==> config.mk <==
export PLATFORM = sky130hd
export DESIGN_NAME = serial_capture_ctrl_flat
export DESIGN_NICKNAME = d
export VERILOG_FILES = /design/src/rtl/serial_capture_ctrl_if.sv /design/src/rtl/serial_capture_ctrl.sv /design/src/flat_wrapper.sv
export SDC_FILE = /design/constraint.sdc
export NUM_CORES = 1
export LEC_CHECK = 0
export CORE_ASPECT_RATIO = 1.4
export CORE_UTILIZATION = 50
export DETAILED_ROUTE_END_ITERATION = 12
export DONT_BUFFER_PORTS = 1
export HOLD_SLACK_MARGIN = 0.12
export PLACE_DENSITY = 0.73
export SYNTH_ARGS = -nofsm -noshare
export SYNTH_HDL_FRONTEND = slang
export SYNTH_SLANG_ARGS = --single-unit
==> constraint.sdc <==
create_clock -name clk -period 2.3 [get_ports clk]
set_input_delay 0.46 -clock clk [delete_from_list [all_inputs] [get_ports clk]]
set_output_delay 0.46 -clock clk [all_outputs]
set_load 0.01 [all_outputs]
==> src/rtl/serial_capture_ctrl_if.sv <==
`default_nettype none
// ============================================================================
//  Module      : serial_capture_ctrl_if
//  Description : Bundle of the serial input, parallel output and handshake
//                signals of serial_capture_ctrl.
//                slave  - the capture controller side
//                master - the bit source / parallel consumer side
//  Signals     : start, sin, dout_ready  (source/consumer -> controller)
//                busy, dout, dout_valid, overrun (controller -> consumer)
//  Revision    : 1.0 - initial release
// ============================================================================
interface serial_capture_ctrl_if #(
    parameter int WIDTH = 8
);
    logic             start;
    logic             sin;
    logic             busy;
    logic [WIDTH-1:0] dout;
    logic             dout_valid;
    logic             dout_ready;
    logic             overrun;

    modport slave (
        input  start,
        input  sin,
        input  dout_ready,
        output busy,
        output dout,
        output dout_valid,
        output overrun
    );

    modport master (
        output start,
        output sin,
        output dout_ready,
        input  busy,
        input  dout,
        input  dout_valid,
        input  overrun
    );
endinterface
`default_nettype wire

==> src/rtl/serial_capture_ctrl.sv <==
`default_nettype none
// ============================================================================
//  Module      : serial_capture_ctrl
//  Description : Serial-to-parallel capture controller. A start request
//                samples sin on that edge and on the following WIDTH-1
//                edges. The completed word is then presented on dout under
//                a valid/ready handshake. Start requests that cannot be
//                accepted raise a one-cycle overrun pulse.
//  Ports       : clk    - system clock, rising edge
//                rst_n  - asynchronous active-low reset
//                bus    - serial_capture_ctrl_if.slave (start, sin,
//                         dout_ready in; busy, dout, dout_valid, overrun out)
//  Parameters  : WIDTH     - word length, 2..32
//                MSB_FIRST - 1: first bit lands in dout[WIDTH-1]
//                            0: first bit lands in dout[0]
//  Revision    : 1.0 - initial release
// ============================================================================
module serial_capture_ctrl #(
    parameter int WIDTH     = 8,
    parameter bit MSB_FIRST = 1'b1
) (
    input  wire logic              clk,
    input  wire logic              rst_n,
    serial_capture_ctrl_if.slave   bus
);

    localparam int               c_cnt_w = $clog2(WIDTH);
    localparam logic [c_cnt_w-1:0] c_last = c_cnt_w'(WIDTH - 1);
    localparam logic [c_cnt_w-1:0] c_one  = c_cnt_w'(1);

    typedef enum logic [1:0] {
        S_IDLE  = 2'd0,
        S_SHIFT = 2'd1,
        S_HOLD  = 2'd2
    } state_t;

    state_t             r_state;
    logic [WIDTH-1:0]   r_sreg;
    logic [c_cnt_w-1:0] r_cnt;
    logic [WIDTH-1:0]   r_dout;
    logic               r_valid;
    logic               r_busy;
    logic               r_overrun;
    logic [WIDTH-1:0]   w_sreg_next;

    // Shift register value after taking in the current sin bit.
    generate
        if (MSB_FIRST) begin : g_msb_first
            assign w_sreg_next = {r_sreg[WIDTH-2:0], bus.sin};
        end else begin : g_lsb_first
            assign w_sreg_next = {bus.sin, r_sreg[WIDTH-1:1]};
        end
    endgenerate

    always_ff @(posedge clk or negedge rst_n) begin
        if (!rst_n) begin
            r_state   <= S_IDLE;
            r_sreg    <= '0;
            r_cnt     <= '0;
            r_dout    <= '0;
            r_valid   <= 1'b0;
            r_busy    <= 1'b0;
            r_overrun <= 1'b0;
        end else begin
            // overrun is a pulse: cleared unless this edge rejects a start.
            r_overrun <= 1'b0;
            case (r_state)
                S_IDLE: begin
                    if (bus.start) begin
                        r_sreg  <= w_sreg_next;
                        r_cnt   <= c_one;
                        r_state <= S_SHIFT;
                        r_busy  <= 1'b1;
                    end
                end
                S_SHIFT: begin
                    r_sreg <= w_sreg_next;
                    r_cnt  <= r_cnt + c_one;
                    if (bus.start) begin
                        r_overrun <= 1'b1;
                    end
                    if (r_cnt == c_last) begin
                        // Final bit: publish the word including this bit.
                        r_dout  <= w_sreg_next;
                        r_valid <= 1'b1;
                        r_state <= S_HOLD;
                    end
                end
                S_HOLD: begin
                    // dout_valid is always set here, so ready alone
                    // completes the handshake.
                    if (bus.dout_ready) begin
                        r_valid <= 1'b0;
                        if (bus.start) begin
                            // Back-to-back: this edge samples the first bit.
                            r_sreg  <= w_sreg_next;
                            r_cnt   <= c_one;
                            r_state <= S_SHIFT;
                        end else begin
                            r_state <= S_IDLE;
                            r_busy  <= 1'b0;
                        end
                    end else if (bus.start) begin
                        r_overrun <= 1'b1;
                    end
                end
                default: begin
                    r_state <= S_IDLE;
                    r_valid <= 1'b0;
                    r_busy  <= 1'b0;
                end
            endcase
        end
    end

    assign bus.busy       = r_busy;
    assign bus.dout       = r_dout;
    assign bus.dout_valid = r_valid;
    assign bus.overrun    = r_overrun;

endmodule
`default_nettype wire
==> src/flat_wrapper.sv <==
// flat-port wrapper written by rule: the top's interface ports become plain ports
module serial_capture_ctrl_flat 
#(
    parameter int WIDTH     = 8,
    parameter bit MSB_FIRST = 1'b1
)
  (clk, rst_n, bus_start, bus_sin, bus_dout_ready, bus_busy, bus_dout, bus_dout_valid, bus_overrun);
  serial_capture_ctrl_if #(.WIDTH(WIDTH)) bus_i ();
  input  wire logic clk;
  input  wire logic rst_n;
  input wire logic [$bits(bus_i.start)-1:0] bus_start;
  input wire logic [$bits(bus_i.sin)-1:0] bus_sin;
  input wire logic [$bits(bus_i.dout_ready)-1:0] bus_dout_ready;
  output wire logic [$bits(bus_i.busy)-1:0] bus_busy;
  output wire logic [$bits(bus_i.dout)-1:0] bus_dout;
  output wire logic [$bits(bus_i.dout_valid)-1:0] bus_dout_valid;
  output wire logic [$bits(bus_i.overrun)-1:0] bus_overrun;
  assign bus_i.start = bus_start;
  assign bus_i.sin = bus_sin;
  assign bus_i.dout_ready = bus_dout_ready;
  assign bus_busy = bus_i.busy;
  assign bus_dout = bus_i.dout;
  assign bus_dout_valid = bus_i.dout_valid;
  assign bus_overrun = bus_i.overrun;
  serial_capture_ctrl #(.WIDTH(WIDTH), .MSB_FIRST(MSB_FIRST)) u_core (.clk(clk), .rst_n(rst_n), .bus(bus_i));
endmodule
==> run summary <==
==================================================================================
Core Footprint ......................................................     1970 µm²
Combinational share of power ........................................        0.357
Starting Density ....................................................        0.529
Detailed Routing Iterations Pass 1 ..................................            4
Synthesis-stage register bit count ..................................           23
Type of the worst setup path ........................................ register to register
Net Sw Power ........................................................     0.493 mW
DR WL/cell ..........................................................      14.5 µm
Arrival time at the worst endpoint ..................................      2.02 ns
Longest individual stage delay on the worst path ....................      0.46 ns
Buffer type at the clock tree root .................................. sky130_fd_sc_hd__clkbuf_4
Max Fclk ............................................................      552 MHz
Setup slack on the worst flop-to-flop path ..........................      0.49 ns
Pleak ...............................................................     0.534 nW
Path class of the lowest-slack min-delay path ....................... primary input to register
Relative contribution of sequential cells to total power ............        0.513
Family of cells with the greatest summed delay on the critical path .   flip-flops
Distinct cell type count of the synthesized netlist .................           19
Final net count .....................................................           94
Average cell area after synthesis ...................................     13.7 µm²
Die Span X ..........................................................      40.6 µm
Detailed-route via count ............................................          565
Slew at the pin with the worst max-slew slack .......................      1.01 ns
Overall track demand over capacity in global routing ................        0.151
Switching fraction of total power ...................................        0.348
Synthesized instance count ..........................................           76
Overflow left after global routing ..................................            0
Depth of the most critical reg-to-reg path ..........................            5
Start point of the worst min-delay path .............................    bus_start
Cell-by-cell trace of the critical path ............................. inv_1 -> ha_1 -> and2b_4 -> a21oi_4 -> mux2_2
Final Hold Fails ....................................................            0
Crit path buf inv count .............................................            1
Routed vias/inst ....................................................         5.54
RR Endpoint ......................................................... u_core.r_sreg[6]
Part of the cycle the worst path needs ..............................        0.788
Cell Count, Final, Fillers Out ......................................          102
Number of inserted diodes ...........................................            0
Routed wire length ..................................................      1.48 mm
Layout area overhead ................................................        6.11%
Remaining DRCs ......................................................            0
Setup TNS ...........................................................         0 ns
Number of buffers inserted during clock tree synthesis ..............            3
Outcome ............................................................. complete, no violations
Part of the total power dissipated in the clock network .............        0.130
Total clock sinks ...................................................           23
Quantity of I/O buffers inserted on ports ...........................            0
Sequential share of the synthesized area ............................        0.551
Number of placed I/O pins ...........................................           16
Worst R2R Start ..................................................... u_core.r_state[0]
Vias in the first global route ......................................          586
Share of layout cells above drive strength 1 ........................        0.321
Cell type of the slowest stage on the worst timing path ............. sky130_fd_sc_hd__dfrtp_1
Max Clock Skew ......................................................   0.00106 ns
CTS clk-pin slew, worst paths .......................................      0.12 ns
Final period demand of the worst path ...............................      1.81 ns
Pwr per Cell Area ...................................................  1280 nW/µm²
DIE AREA ............................................................     2280 µm²
FP Rows .............................................................           19
Endpoint with the worst hold slack .................................. u_core.bus.overrun
DIE HEIGHT ..........................................................      56.1 µm
Nets in the synthesized netlist .....................................           88
Insertion delay to the later sink of the worst-skew pair ............      0.31 ns
Pin count of the biggest net entering global routing ................           24
Initial antenna violation count .....................................            0
Clock Tree Buf Depth ................................................            2
Maximum fanout encountered on the critical timing path ..............           10
H-tree levels .......................................................            1
First-pass GRT wire length ..........................................      2.39 mm
Netlist area before placement .......................................     1040 µm²
TritonCTS clock tree ................................................        built
Final estimated routing congestion in global placement ..............        0.690
Final number of setup-violating endpoints ...........................            0
Number of DRC markers in iteration 0 ................................            4
Number of warning messages in the yosys log .........................            0
Instance count along the most critical hold path ....................            1
Post-CTS Repair Setup Buffers .......................................            0
Antenna violation net count after detailed routing ..................            0
Slew HR .............................................................        0.324
Kind of end point of the critical path ..............................     register
DPL Wire Length .....................................................      1.09 mm
Internal power ......................................................     0.923 mW
RSZ-0062 raised after global routing ................................        false
Number of maximum-capacitance violations ............................            0
Data required time of the critical path .............................      2.51 ns
Maximum resistive drop on vdd .......................................     0.698 mV
Critical Path Source Type ...........................................     register
Number of max-slew violations in the final report ...................            0
Quantity of gates resized following cts .............................            0
Placed cell count ...................................................           97
Count of hold-fix buffers inserted at cts ...........................            1
==================================================================================
[final cells by class]
type	instances	area [µm²]
fill	162	865
tap	21	26.3
timing repair buffer	1	10.0
multi-input combinational	48	450
inverter	5	18.8
clock inverter	1	5.00
clock buffer	3	22.5
sequential	23	576
[state kept, by name, summed over array words and instances (netlist names)]
register,cells
u_core.bus.busy,1
u_core.r_cnt,3
u_core.bus.overrun,1
u_core.bus.dout,8
u_core.bus.dout_valid,1
u_core.r_sreg,7
u_core.r_state,2
[cells in the mapped netlist, drive strengths merged]
master | number | area share
inv | 5 | 0.018
o32ai | 1 | 0.0084
o211ai | 1 | 0.0072
o211a | 1 | 0.0096
nor2 | 2 | 0.0072
nor2b | 1 | 0.0060
a21oi | 2 | 0.020
or3b | 1 | 0.0084
nand2b | 2 | 0.012
ha | 7 | 0.084
and2b | 2 | 0.017
nand2 | 4 | 0.014
dfrtp | 23 | 0.55
mux2i | 2 | 0.019
mux2 | 18 | 0.19
nor3 | 4 | 0.024
[layer usage]
layer / part of all wire / GRT usage
met4: 0.018 / 0.0714
met3: 0.045 / 0.0360
met2: 0.49 / 0.224
met5: 0 / 0
met1: 0.44 / 0.200
[layout by cell type, fill, tap and decap left out]
cell type / instances
sky130_fd_sc_hd__dfrtp_1: 23
sky130_fd_sc_hd__mux2_2: 18
sky130_fd_sc_hd__ha_1: 7
sky130_fd_sc_hd__inv_1: 5
sky130_fd_sc_hd__nand2_1: 4
sky130_fd_sc_hd__nor3_1: 3
sky130_fd_sc_hd__clkbuf_4: 3
sky130_fd_sc_hd__nor2_1: 2
sky130_fd_sc_hd__nand2b_1: 2
sky130_fd_sc_hd__mux2i_1: 2
sky130_fd_sc_hd__and2b_4: 1
sky130_fd_sc_hd__o211a_1: 1
sky130_fd_sc_hd__or3b_2: 1
sky130_fd_sc_hd__a21oi_1: 1
sky130_fd_sc_hd__a21oi_4: 1
sky130_fd_sc_hd__nor2b_1: 1
sky130_fd_sc_hd__and2b_1: 1
sky130_fd_sc_hd__nor3_2: 1
sky130_fd_sc_hd__o211ai_1: 1
sky130_fd_sc_hd__o32ai_1: 1
sky130_fd_sc_hd__clkinv_2: 1
sky130_fd_sc_hd__dlygate4sd3_1: 1
[power by group through the flow]
stage          combinational, mW  clock (mW)  sequential (mW)
2_1_floorplan              0.433           0            0.703
3_3_place_gp               0.486           0            0.732
3_5_place_dp               0.499           0            0.741
4_1_cts                    0.514       0.194            0.730
5_1_grt                    0.565       0.202            0.756
6_report                   0.506       0.184            0.726
[worst max path at each step]
stage,start,cells past startpoint,to,slack [ns]
final,u_core.r_state[0],5,u_core.r_sreg[6],0.49
after global routing,u_core.r_state[0],5,u_core.r_sreg[5],0.37
after CTS,u_core.r_state[0],5,u_core.r_sreg[3],0.48
after detailed placement,u_core.r_state[0],5,u_core.r_sreg[3],0.51
after global placement,u_core.r_state[0],5,u_core.r_sreg[2],0.57
after floorplan,u_core.r_state[0],5,u_core.r_sreg[0],0.66
[cells by family after synthesis]
logic type,share of synthesized area
AOI/OAI and AO/OA,0.0455
adders and majority gates,0.0838
buffers and inverters,0.0180
DFF,0.551
muxes,0.213
and+or+nand+nor,0.0886
[stage by stage]
step | worst slack (ns) | hold WS [ns] | cell area (µm²) | utilization | power, mW
global placement | 0.565 | 0.165 | 1070 | 0.543 | 1.22
global route | 0.370 | 0.260 | 1110 | 0.562 | 1.52
finish | 0.488 | 0.271 | 1110 | 0.562 | 1.42
floorplan | 0.663 | 0.164 | 1040 | - | 1.14
detailed placement | 0.508 | 0.165 | 1070 | 0.543 | 1.24
CTS | 0.484 | 0.264 | 1110 | 0.562 | 1.44
Note: power is estimated with default switching activity, not from simulation.
